<file path="config.mk">
export PLATFORM = sky130hd
export DESIGN_NAME = fetch_seq
export DESIGN_NICKNAME = d
export VERILOG_FILES = /design/src/rtl/ecp8_pkg.sv /design/src/rtl/fetch_seq_dec.sv /design/src/rtl/fetch_seq.sv
export SDC_FILE = /design/constraint.sdc
export NUM_CORES = 1
export LEC_CHECK = 0
export CORE_ASPECT_RATIO = 0.75
export CORE_MARGIN = 3
export CORE_UTILIZATION = 35
export DETAILED_ROUTE_END_ITERATION = 8
export PLACE_DENSITY = 0.86
export SYNTH_ARGS = -nofsm -noshare
export SYNTH_HDL_FRONTEND = slang
export SYNTH_SLANG_ARGS = --single-unit
</file>
<file path="constraint.sdc">
create_clock -name clk -period 1.5 [get_ports clk]
set_input_delay 0.3 -clock clk [delete_from_list [all_inputs] [get_ports clk]]
set_output_delay 0.3 -clock clk [all_outputs]
set_load 0.01 [all_outputs]
</file>
<file path="src/rtl/ecp8_pkg.sv">
// rtl/ecp8_pkg.sv - shared state encoding and opcode constants for the ECP8 fetch sequencer
package ecp8_pkg;

  typedef enum logic [1:0] {
    FETCH = 2'd0,
    EXEC  = 2'd1,
    HALT  = 2'd2
  } state_t;

  localparam logic [1:0] OP_IMM    = 2'b00;
  localparam logic [1:0] OP_ALU    = 2'b01;
  localparam logic [1:0] OP_COPY   = 2'b10;
  localparam logic [1:0] OP_BRANCH = 2'b11;

endpackage

</file>
<file path="src/rtl/fetch_seq_dec.sv">
// rtl/fetch_seq_dec.sv - ECP8 opcode decoder: one-hot enable from IR[7:6]
module fetch_seq_dec
  import ecp8_pkg::*;
#(
  parameter int UUID = 0
) (
  input  logic [1:0] op,
  output logic       imm,
  output logic       alu,
  output logic       copy,
  output logic       branch
);

  localparam int unused_uuid = UUID;

  always_comb begin
    imm    = 1'b0;
    alu    = 1'b0;
    copy   = 1'b0;
    branch = 1'b0;
    case (op)
      OP_IMM:  imm    = 1'b1;
      OP_ALU:  alu    = 1'b1;
      OP_COPY: copy   = 1'b1;
      default: branch = 1'b1;
    endcase
  end

endmodule

</file>
<file path="src/rtl/fetch_seq.sv">
// rtl/fetch_seq.sv - fetch/execute/halt sequencer: fetches one byte, issues one execute strobe
module fetch_seq
  import ecp8_pkg::*;
#(
  parameter int UUID = 0,
  parameter     NAME = ""
) (
  input  logic       clk,
  input  logic       rst,
  output logic       mem_req,
  output logic [7:0] mem_addr,
  input  logic       mem_ack,
  input  logic [7:0] mem_data,
  output logic [7:0] Instruction,
  output logic       IMM_EN,
  output logic       ALU_EN,
  output logic       COPY_EN,
  output logic       BRANCH_EN,
  input  logic       stall,
  input  logic       cond_true,
  input  logic [7:0] branch_target,
  input  logic       halt_req,
  output logic [7:0] pc,
  output logic       halted
);

  localparam unused_name = NAME;

  state_t     state, state_next;
  logic [7:0] ir, ir_next, pc_next;
  logic       exec_go;
  logic       dec_imm, dec_alu, dec_copy, dec_branch;

  fetch_seq_dec #(.UUID(UUID ^ 1)) u_dec (
    .op     (ir[7:6]),
    .imm    (dec_imm),
    .alu    (dec_alu),
    .copy   (dec_copy),
    .branch (dec_branch)
  );

  always_ff @(posedge clk or posedge rst) begin
    if (rst) begin
      state <= FETCH;
      pc    <= 8'h00;
      ir    <= 8'h00;
    end else begin
      state <= state_next;
      pc    <= pc_next;
      ir    <= ir_next;
    end
  end

  always_comb begin
    state_next = state;
    pc_next    = pc;
    ir_next    = ir;
    exec_go    = 1'b0;
    case (state)
      FETCH: begin
        if (mem_ack) begin
          ir_next    = mem_data;
          pc_next    = pc + 8'd1;
          state_next = EXEC;
        end
      end
      EXEC: begin
        if (!stall) begin
          exec_go = 1'b1;
          // a taken branch replaces the increment already applied at fetch
          if (ir[7:6] == OP_BRANCH && cond_true) pc_next = branch_target;
          state_next = halt_req ? HALT : FETCH;
        end
      end
      HALT: begin
        if (!halt_req) state_next = FETCH;
      end
      default: state_next = FETCH;
    endcase
  end

  // state already sits in FETCH during reset, so the request is masked by rst itself
  assign mem_req     = (state == FETCH) && !rst;
  assign mem_addr    = pc;
  assign Instruction = ir;
  assign halted      = (state == HALT);
  assign IMM_EN      = exec_go && dec_imm;
  assign ALU_EN      = exec_go && dec_alu;
  assign COPY_EN     = exec_go && dec_copy;
  assign BRANCH_EN   = exec_go && dec_branch;

endmodule
</file>
==> metrics, run 1 <==
antenna-violating nets left 0; vias in the first global route 1008; endpoint type of the worst setup path output pin; H-tree Lvls 1; CTS max path bufs 2; Vias/cell 5.054; Final Core Density 0.6662; Nets 191; cell count after synthesis 97; DP Cell Count 188; initial core utilization 0.3731; global-route wire length before repair 4774 um; area of the die 0.003496 sq mm; register area share after synthesis 0.4569; CTS Buf Count 3; routability cong. 0.8896; row count 16; Critical Path Fanout Max 3; # IOs 52; VDD IR-drop max 0.0007801 V; chip width 67.29 um; Inserted Diodes 0; worst reg2reg startpoint state[0]$_DFFE_PP0P_; DR pass1 iterations 6; mapped cell area 985.9 sq um; FMAX 0.6205 GHz; synth unique cells 33; final hold slack 0.4341 ns; # clock sinks 18; MaxCap Viol Count 0; yosys warns 0; Non-Filler Instances 202; Net Count, Synth 120; RSZ-0062 raised after global routing yes; Clock Latency Late Sink 0.25 ns; DR iter-0 viols 31; slew margin rel. 0.7748; DP HPWL 2213 um; max-slew violations 0; layout overhead on the synthesized area 78.55%; final setup vio count 4; skew final 0.004404 ns; layout cell share with drive strength beyond 1 0.3855; root buffer cell clkbuf_8; largest net degree at the start of global routing 23; Buffers on Ports 51; TritonCTS clock tree done; initial antenna violation count 0; endpoints failing hold 0; commonest cells after routing, fill and taps aside clkdlybuf4s50_1 (29), buf_4 (25), dfrtp_1 (16); CP Class register to output pin; most common cell after layout, fill and taps aside clkdlybuf4s50_1; Leak 0.7935 nW; via count 1021; Worst-path clk slew 0.07 ns; CTS Hold Buffers Added 0; Power Density 1753 mW/mm^2; WL final 3173 um; number of synthesized register bits 18; CP arrival 1.31 ns; failing checks negative setup slack; crit path launch state[1]$_DFFE_PP0P_; crit path time final 1.612 ns; status complete, but fails checks; Die Span Y 51.97 um; required time worst endpoint 1.20 ns; Hold Path Class input pin to asynchronous set/reset pin; Core Region 0.002643 sq mm; CP startpoint kind register; fin crit share 1.074; Tightest Pin Transition 0.3367 ns; total global routing overflow 0; wire length per cell 15.71 um; Final WS setup -0.1116 ns; GRT Resource Usage Total 0.1817; total power draw 0.003086 W; DR DRC count 0; dpl ws -0.5819 ns; syn avg cell area 10.16 sq um
==> per-stage QoR <==
| step | setup TNS [ns] | area, sq um |
|---|---|---|
| CTS | -0.1998 | 1679 |
| global placement | -6.522 | 1582 |
| floorplan | 0 | 985.9 |
| global route | -1.269 | 1760 |
| detailed placement | -7.595 | 1582 |
| finish | -0.2399 | 1760 |
==> flip-flops by register name, summed over array words and instances, names as in the netlist <==
signal	cells
Instruction	8
mem_addr	8
state	2
==> path summary, 6_finish.rpt <==
check                      slack [ns]  cells after the start                    endpoint
max in group asynchronous        0.85                      3     mem_addr[4]$_DFFE_PP0P_
max                             -0.11                      4                   BRANCH_EN
min in group clk                 0.51                      1  Instruction[1]$_DFFE_PP0P_
min                              0.43                      3        state[1]$_DFFE_PP0P_
min reg2reg                      0.51                      1  Instruction[1]$_DFFE_PP0P_
max reg2reg                     -0.07                      6     mem_addr[0]$_DFFE_PP0P_
==> cell usage after synthesis (all sizes together) <==
master   instances  area, sq um
o22ai            2        12.51
a41oi            1        8.760
a21oi            9        45.04
dfrtp           18        450.4
a2bb2oi          2        17.52
nor4             1        6.260
nand4            1        6.260
o21a             1        7.510
o21ai            5        25.02
a41o             1        10.01
ha               1        12.51
nor2             4        17.52
and2b            1        7.510
nand2b           2        12.51
mux2             8        90.09
and3b            1        8.760
nor3             2        10.01
clkbuf           1        3.750
o21bai           1        7.510
mux2i            1        10.01
inv              2        7.510
nand2            6        22.52
a311oi           1        8.760
nor3b            2        26.28
a31oi            1        6.260
o21ba            1        10.01
and3             3        18.77
buf             11        81.33
nand3            7        35.03
==> layer usage <==
| layer | GRT usage | routed length [um] | part of all wire | up-vias |
|---|---|---|---|---|
| met3 | 0.04320 | 152 | 0.048 | 6 |
| met1 | 0.2149 | 1251 | 0.39 | 501 |
| met4 | 0.05387 | 66 | 0.021 | 0 |
| met2 | 0.3246 | 1703 | 0.54 | 33 |
| li1 | - | - | - | 481 |
| met5 | 0 | 0 | 0 | - |
==> power breakdown <==
part	internal (W)	switching (W)
Sequential	0.000694	0.000192
Combinational	0.00104	0.000827
Clock	0.000178	0.000157
Total	0.00191	0.00118
==> logic make-up (layout without fill, tap and decap cells) <==
group / after synthesis / in the layout / synth area share
multiplexers: 9 / 9 / 0.1015
AND/OR/NAND/NOR: 30 / 30 / 0.1739
AO/OA/AOI/OAI: 25 / 25 / 0.1612
buffers and inverters: 14 / 83 / 0.09391
flip-flops: 18 / 18 / 0.4569
adder cells (fa/ha/maj): 1 / 1 / 0.01269
==> critical path, stage by stage (launching register included) <==
cell     delay (ns)
dfrtp_1        0.42
nor3b_4        0.21
buf_4          0.15
and3_4         0.18
buf_6          0.10
==> layout make-up <==
cell class                      count  area [sq um]
Clock buffer                        3         41.29
Fill cell                         221         882.1
Inverter                            2         7.507
Multi-Input combinational cell     65         533.0
Sequential cell                    18         452.9
Tap cell                           36         45.04
Timing Repair Buffer               78         680.7
==> what timing repair did <==
item                       4_1_cts  5_1_grt
pin swaps                        5        0
buffers inserted                 7        4
gates cloned                     0        0
setup endpoints to repair       38       20
resized for setup               49       15
No activity file was read; power rests on OpenSTA's default activity.
==> inputs of run 2 (changes only) <==
--- a/config.mk
+++ b/config.mk
@@ -9,7 +9,8 @@
 export CORE_MARGIN = 3
 export CORE_UTILIZATION = 35
 export DETAILED_ROUTE_END_ITERATION = 8
-export PLACE_DENSITY = 0.86
+export PLACE_DENSITY = 0.85
 export SYNTH_ARGS = -nofsm -noshare
 export SYNTH_HDL_FRONTEND = slang
+export SYNTH_HIERARCHICAL = 1
 export SYNTH_SLANG_ARGS = --single-unit
==> run 2 against run 1 <==
Against the previous run:
- the flow still finishes with violations (negative setup slack)
- first-iteration DRC count rose by 48%
- via count grew 1.8%
- final cell count shrank 1.5%
- maximum frequency rose by 4.4%
==> metrics, run 2 <==
initial antenna violation count 0 (unchanged); antenna-violating nets left 0 (unchanged); Filler Cell Count 192 (-13%); Hold Path Class input pin to asynchronous set/reset pin; DR iter-0 viols 46 (+48%); area of the die 0.003588 sq mm (+2.6%); RSZ-0062 raised after global routing yes; asr flop ratio synth 1.000 (unchanged); # clock sinks 18 (unchanged); CP arrival 1.24 ns (-0.07 ns); root buffer cell clkbuf_8; crit path launch state[1]$_DFFE_PP0P_; Flop pwr share 0.281 (-0.006); Clock Latency Late Sink 0.25 ns (about the same); most crowded layer after global routing met2; worst reg2reg setup slack 0.02 ns (+0.09 ns); global-route track usage on met1 0.2085 (-0.006366); crit path time final 1.544 ns (-0.06803 ns); Final Cell Area 0.001813 sq mm (+3.0%); Die Span Y 52.63 um (+1.3%); layout overhead on the synthesized area 78.67% (about the same); Core Region 0.002683 sq mm (+1.5%); wire length per cell 16.40 um (+4.4%); compound-cell area share of the yosys netlist 0.1615 (+0.0003615); Buffers on Ports 51 (unchanged); DR DRC count 0 (unchanged); # IOs 52 (unchanged); Post-synth EDFFs 0 (unchanged); GRT Resource Usage Total 0.1720 (-0.009612); total power draw 0.003227 W (+4.6%); syn avg cell area 10.25 sq um (+0.84%); Gate power share 0.594 (-0.010); Post-Synth XOR/XNOR Area 0 (unchanged); sw frac 0.3905 (+0.009318); largest net degree at the start of global routing 19 (-17%); Tightest Pin Transition 0.2662 ns (-0.07049 ns); worst reg2reg path depth 5 (-1); number of synthesized register bits 18 (unchanged); most common cell in the netlist dfrtp_1; dpl cell area 0.001575 sq mm (-0.40%); fin crit share 1.029 (-0.04535); WL final 3264 um (+2.9%); initial core utilization 0.3783 (+0.005159); Vias/cell 5.221 (+3.3%); Final WS setup -0.04358 ns (+0.06803 ns); synth top area cells dfrtp_1 (44%), mux2_2 (8.9%), buf_4 (5.9%); status complete, but fails checks; worst reg2reg startpoint state[1]$_DFFE_PP0P_; most common cell after layout, fill and taps aside clkdlybuf4s50_1; layout cell share with drive strength beyond 1 0.4172 (+0.03164); cell count after synthesis 99 (+2.1%); Final Core Density 0.6758 (+0.009647); Critical Path Fanout Max 5 (+2); CP Class register to output pin; predominant post-synthesis flop cell dfrtp_1; endpoints failing hold 0 (unchanged); DP HPWL 2030 um (-8.3%); failing checks negative setup slack; CTS max path bufs 2 (unchanged); skew final 0.002330 ns (-0.002074 ns); required time worst endpoint 1.20 ns (about the same); Inserted Diodes 0 (unchanged); row count 16 (unchanged); routability cong. 0.7111 (-20%); final setup vio count 4 (unchanged); commonest cells after routing, fill and taps aside clkdlybuf4s50_1 (28), buf_4 (15), dfrtp_1 (14); yosys warns 6 (+6); Nets 187 (-2.1%); TritonCTS clock tree done; total global routing overflow 0 (unchanged); Int Pwr 0.001967 W (+3.0%); DR pass1 iterations 4 (-2); VDD IR-drop max 0.0008785 V (+13%); slew margin rel. 0.8206 (+0.04585); GR Layer Usage met3 0.04936 (+0.006160); synth unique cells 27 (-18%); GR met2 Demand/Resource 0.3088 (-0.01583); Power Density 1780 mW/mm^2 (+1.5%); Leak 0.7903 nW (-0.40%); mapped cell area 0.001015 sq mm (+2.9%); MaxCap Viol Count 0 (unchanged); max-slew violations 0 (unchanged); vias in the first global route 1025 (+1.7%); chip width 68.18 um (+1.3%); mux contribution to synthesized area 0.09864 (-0.002879); global-route wire length before repair 4678 um (-2.0%); CTS Buf Count 3 (unchanged); most instantiated cells after synthesis dfrtp_1 (18), a21oi_1 (9), buf_4 (8), mux2_2 (8); CP startpoint kind register; H-tree Lvls 1 (unchanged); register area share after synthesis 0.4439 (-0.01296); Psw 0.001260 W (+7.1%); via count 1039 (+1.8%); Worst-path clk slew 0.07 ns (about the same); clock share of power 0.124 (+0.015); post-synthesis adder-cell area fraction 0.01233 (-0.0003599); post-synthesis simple-gate area fraction 0.1837 (+0.009866); largest area contributor in the netlist dfrtp_1; largest family of logic cells by synthesized area simple AND/OR/NAND/NOR gates; endpoint type of the worst setup path output pin; Net Count, Synth 122 (+1.7%); post-synth top area share 0.4439 (-0.01296); FMAX 0.6478 GHz (+4.4%)
## run 2: changes by cell type after synthesis, sizes merged, moves of 2 or more
cell     previous run  this run
a21oi               9        13
and3                3         0
a2bb2oi             2         0
nand2b              2         4
nand2               6         3
and2                0         5
## run 2: worst max-delay path: stages (launching register included)
cell and delay (ns):
dfrtp_1 0.41, nor3b_4 0.29, and2_4 0.20, buf_6 0.09
## run 2: path summary, 6_finish.rpt
path	to
max in group asynchronous	Instruction[7]$_DFFE_PP0P_
worst max-delay path	BRANCH_EN
worst min register to register	Instruction[2]$_DFFE_PP0P_
min in group clk	state[0]$_DFFE_PP0P_
worst min-delay path	mem_addr[6]$_DFFE_PP0P_
worst max register to register	Instruction[5]$_DFFE_PP0P_
## run 2: repair_timing
action	in CTS	in global routing
cloned	0	2
setup buffers	7	2
hold buffers	0	0
resized for setup	40	30
setup endpoints to repair	32	25
pin swaps	2	5
## run 2: area by class of cell
type                       instances  area, sq um  area share
multi-input combinational         67        546.8      0.3016
tap                               36        45.04     0.02484
sequential                        18        455.4      0.2512
timing repair buffer              71        699.4      0.3858
inverter                           3        11.26    0.006211
clock buffer                       4        55.05     0.03037
## run 2: routing by layer
metal | vias up | share of wire
li1 | 477 | -
met1 | 504 | 0.41
met2 | 54 | 0.51
met3 | 4 | 0.075
met4 | 0 | 0.0089
met5 | - | 0
## run 2: metrics by stage
step / setup slack (ns) / hold slack (ns) / std cells / setup TNS, ns
2_1_floorplan: 0.1027 / 0.2386 / 99 / 0
3_5_place_dp: -0.5707 / 0.4969 / 185 / -6.812
3_3_place_gp: -0.4858 / 0.4909 / 185 / -5.557
4_1_cts: -0.1119 / 0.4152 / 196 / -0.4196
6_report: -0.04358 / 0.4043 / 199 / -0.1653
5_1_grt: -0.09216 / 0.4692 / 199 / -0.7727
## run 2: cells by family after synthesis
kind of cell    Yosys count
simple gates             30
compound gates           26
flops                    18
buf+inv                  15
mux                       9
fa+ha+maj                 1
## run 2: power by group through the flow
stage          clock network [W]  registers [W]  logic (W)
2_1_floorplan                  0       0.000980   0.000798
3_3_place_gp                   0       0.000902    0.00160
3_5_place_dp                   0       0.000922    0.00165
4_1_cts                 0.000399       0.000897    0.00169
5_1_grt                 0.000421       0.000941    0.00205
6_report                0.000401       0.000908    0.00192
==> RTL edit 1 (settings of run 1) <==
Encoding of `state_t`: now one-hot (3 bits for 3 states).
--- a/src/rtl/ecp8_pkg.sv
+++ b/src/rtl/ecp8_pkg.sv
@@ -1,10 +1,10 @@
 // rtl/ecp8_pkg.sv - shared state encoding and opcode constants for the ECP8 fetch sequencer
 package ecp8_pkg;
 
-  typedef enum logic [1:0] {
-    FETCH = 2'd0,
-    EXEC  = 2'd1,
-    HALT  = 2'd2
+  typedef enum logic [2:0] {
+    FETCH = 3'b001,
+    EXEC  = 3'b010,
+    HALT  = 3'b100
   } state_t;
 
   localparam logic [1:0] OP_IMM    = 2'b00;
Behaviour: same outputs for any inputs over 10 cycles, from zero or initial values and one cycle with rst high; not proved beyond that.
==> RTL edit 1 against run 1 <==
The run still ends with setup timing left. Worst setup slack worse by 130 ps. Routed wire length up 13%. Sequential cell count up 1. Cell area up 11%. Global-route usage about the same. Area after synthesis up 8.9%. Combinational power up 37%. Power up 26%. Sequential power up 13%. Critical endpoint unchanged. Largest cell class unchanged.
==> RTL edit 1: results <==
metrics = {
    "critical_path": {
        "cp_slowest_cell": "dfrtp_1",
        "cp_slowest_stage_delay_ps": 390,
        "arrival_ps": 1440,
        "cp_max_fo": 6,
        "crit_family": "simple AND/OR/NAND/NOR gates",
    },
    "timing": {
        "final-setup-viol-count": 15,
        "setup_ws_ps": -241,
        "skew_ps": 5.13,
        "slew-limit-headroom_pct": 79.2,
        "final.setup.tns_ps": -1730,
    },
    "logic_synthesis": {
        "synth_area_leaders": "dfrtp_1, mux2_2, buf_4, a21oi_1, nand3_1",
        "synth_adder_area_share_pct": 1.17,
        "synthXorXnorAreaFrac_pct": 0,
        "yosys-mux-area-fraction_pct": 9.32,
        "synth_compound_area_share_pct": 14.8,
        "yosysSeqAreaShare_pct": 44.4,
        "synthesis.nets": 130,
        "synth_top_family_by_area": "simple AND/OR/NAND/NOR gates",
        "synth_common_cells": "dfrtp_1, a21oi_1, buf_4, mux2_2, nand2_1",
        "synthDistinctLibCells": 29,
        "yosysWarnings": 0,
    },
    "final_layout": {
        "multi_input_area_share_pct": 31.3,
        "inverters": 4,
        "multi_input_cells": 70,
        "nonClkBufAreaFrac_pct": 38.5,
        "clock_area_share_pct": 2.37,
        "seq_share_pct": 24.6,
        "nFillCells": 177,
        "n_antenna_cell": 0,
        "nets": 204,
        "flops_and_latches": 19,
        "buffers": 83,
        "final_layout_size_suffix_gt1_share_pct": 42.2,
    },
    "grt": {
        "grt_pass1_vias": 1119,
        "grt_max_degree": 22,
        "grtUsageTotal_pct": 18.1,
        "grt_pass1_wl_um": 5370,
    },
    "clock_network": {
        "ctsRootBufferMaster": "clkbuf_8",
        "cts.reportedPaths.clkPinSlew_ps": 60,
        "clock_latency_ps": 260,
    },
    "place": {
        "portBuffers": 51,
        "pre_cts_slack_ps": -589,
        "placed_cell_area_um2": 1670,
        "gp_congestion": 0.839,
        "dp.final_hpwl_um": 2280,
    },
    "die": {
        "nWellTaps": 36,
    },
    "drt": {
        "dr.pass1.iters": 4,
        "drt_iter0_drc": 93,
        "viasPerCell": 5.29,
        "routedWlPerCell_um": 16.6,
    },
    "outcome": {
        "violations": "setup timing",
        "outcome": "complete, but fails checks",
    },
    "power_and_ir_drop": {
        "p_leak_nw": 0.930,
        "vdd_drop_max_uv": 1160,
    },
}
-- RTL edit 1: cell types whose count changed after synthesis, moves of 2 or more --
cell / change
o22ai_1: +2
inv_1: +2
o21ai_1: +2
a21oi_1: +3
nand2_1: +2
and3_1: +2
-- RTL edit 1: per-stage QoR --
| step | util [%] | instances |
|---|---|---|
| 2_1_floorplan | - | 107 |
| 3_3_place_gp | 60.6 | 198 |
| 3_5_place_dp | 60.6 | 198 |
| 4_1_cts | 67.9 | 212 |
| 5_1_grt | 70.7 | 216 |
| 6_report | 70.7 | 216 |
-- RTL edit 1: power by group --
part,internal (mW),switching [mW]
Sequential,0.784,0.220
Clock,0.185,0.164
Combinational,1.42,1.13
-- RTL edit 1: path summary, 6_finish.rpt --
check	cells past startpoint	slack [ps]	startpoint	end
hold reg to reg	1	520	Instruction[2]$_DFFE_PP0P_	Instruction[2]$_DFFE_PP0P_
max in group asynchronous	4	550	rst	Instruction[7]$_DFFE_PP0P_
setup / recovery	4	-240	state[2]$_DFFE_PP0P_	BRANCH_EN
setup reg to reg	7	-180	state[2]$_DFFE_PP0P_	mem_addr[0]$_DFFE_PP0P_
hold / removal	3	470	rst	state[2]$_DFFE_PP0P_
min in group clk	1	520	Instruction[2]$_DFFE_PP0P_	Instruction[2]$_DFFE_PP0P_
-- RTL edit 1: per-layer routing --
layer | up-vias | GRT usage (%) | share of wire (%)
li1 | 526 | - | -
met1 | 564 | 21.6 | 41
met2 | 51 | 32.8 | 52
met3 | 2 | 5.97 | 6.6
met4 | 0 | 3.82 | 0.47
met5 | - | 0 | 0
-- RTL edit 1: timing repair --
item	4_1_cts	5_1_grt
gates resized for setup	71	16
cloned	1	0
pin swaps	7	7
setup endpoints to repair	39	28
setup buffers	9	5
==> RTL edit 2 (flow settings as in run 1) <==
Made on the original files. Add an input register stage for `branch_target`, without a reset; this delays it by one clock. The other inputs are not delayed to match.
--- a/src/rtl/fetch_seq.sv
+++ b/src/rtl/fetch_seq.sv
@@ -25,6 +25,12 @@
 );
 
   localparam unused_name = NAME;
+
+  logic [7:0] branch_target_q;
+
+  always_ff @(posedge clk) begin
+    branch_target_q <= branch_target;
+  end
 
   state_t     state, state_next;
   logic [7:0] ir, ir_next, pc_next;
@@ -68,7 +74,7 @@
         if (!stall) begin
           exec_go = 1'b1;
           // a taken branch replaces the increment already applied at fetch
-          if (ir[7:6] == OP_BRANCH && cond_true) pc_next = branch_target;
+          if (ir[7:6] == OP_BRANCH && cond_true) pc_next = branch_target_q;
           state_next = halt_req ? HALT : FETCH;
         end
       end
Formal check against the unedited RTL: not equivalent (Yosys sat finds a counterexample within 4 cycles, from zero or initial values and one cycle with rst high).
==> RTL edit 2 against run 1 <==
The run still ends with setup timing left. Cell area up 13%. Routed wire length up 7.5%. Worst setup slack better by 33 ps. Count of clock-buffer cells in the layout up 1. Sequential cell count up 8. Power up 11%. Area after synthesis up 16%. Via count up 3.4%.
==> RTL edit 2: results <==
metrics = {
    "outcome": {
        "outcome": "complete, but fails checks",
        "violations": "setup timing",
    },
    "final_layout": {
        "multi_input_area_um2": 564,
        "area_delta_synth_final_pct": 73.3,
        "flops_and_latches": 26,
    },
    "drt": {
        "dr.pass1.iters": 4,
        "viasPerCell": 4.96,
        "met1Wirelength_um": 1330,
    },
    "power_and_ir_drop": {
        "p_leak_nw": 0.916,
        "powerDensity_nw_per_um2": 1730,
        "p_clk_uw": 384,
        "comb-power_mw": 1.97,
        "vdd_drop_max_uv": 950,
    },
    "timing": {
        "skew_ps": 4.67,
        "setup_ws_ps": -78.6,
        "hold_ws_ps": 428,
        "final-setup-viol-count": 15,
    },
    "logic_synthesis": {
        "async_flop_share_pct": 69.2,
        "synthDistinctLibCells": 34,
        "yosysSeqAreaShare_pct": 53.3,
    },
    "grt": {
        "use_met2_pct": 32.0,
        "grtUsageTotal_pct": 17.3,
        "grtUsageMet3_pct": 3.64,
        "use_met1_pct": 18.7,
        "grt_pass1_vias": 1167,
    },
    "critical_path": {
        "regToRegEndpoint": "Instruction[7]$_DFFE_PP0P_",
        "reg2regPathDepth": 5,
    },
}
[RTL edit 2: cell types whose count changed in the layout (fill, tap and decap cells not counted), sizes merged]
| cell | before | now |
|---|---|---|
| dlygate4sd2 | 13 | 16 |
| dlymetal6s2s | 2 | 4 |
| dfxtp | 0 | 8 |
| clkdlybuf4s50 | 29 | 25 |
[RTL edit 2: worst min-delay path: stages]
cell and delay, ps:
clkdlybuf4s50_1 470, inv_1 100, buf_4 180
[RTL edit 2: cell families after synthesis]
family	after synthesis	synth area share, %
and+or+nand+nor	30	15.0
DFF	26	53.3
AOI/OAI and AO/OA	25	13.9
buffers and inverters	14	8.08
muxes	9	8.73
adders and majority gates	1	1.09
[RTL edit 2: what timing repair did]
| item | 4_1_cts | 5_1_grt |
|---|---|---|
| resized for setup | 72 | 11 |
| pin swaps | 4 | 5 |
| endpoints found under the setup margin | 31 | 26 |
| setup buffers | 12 | 2 |
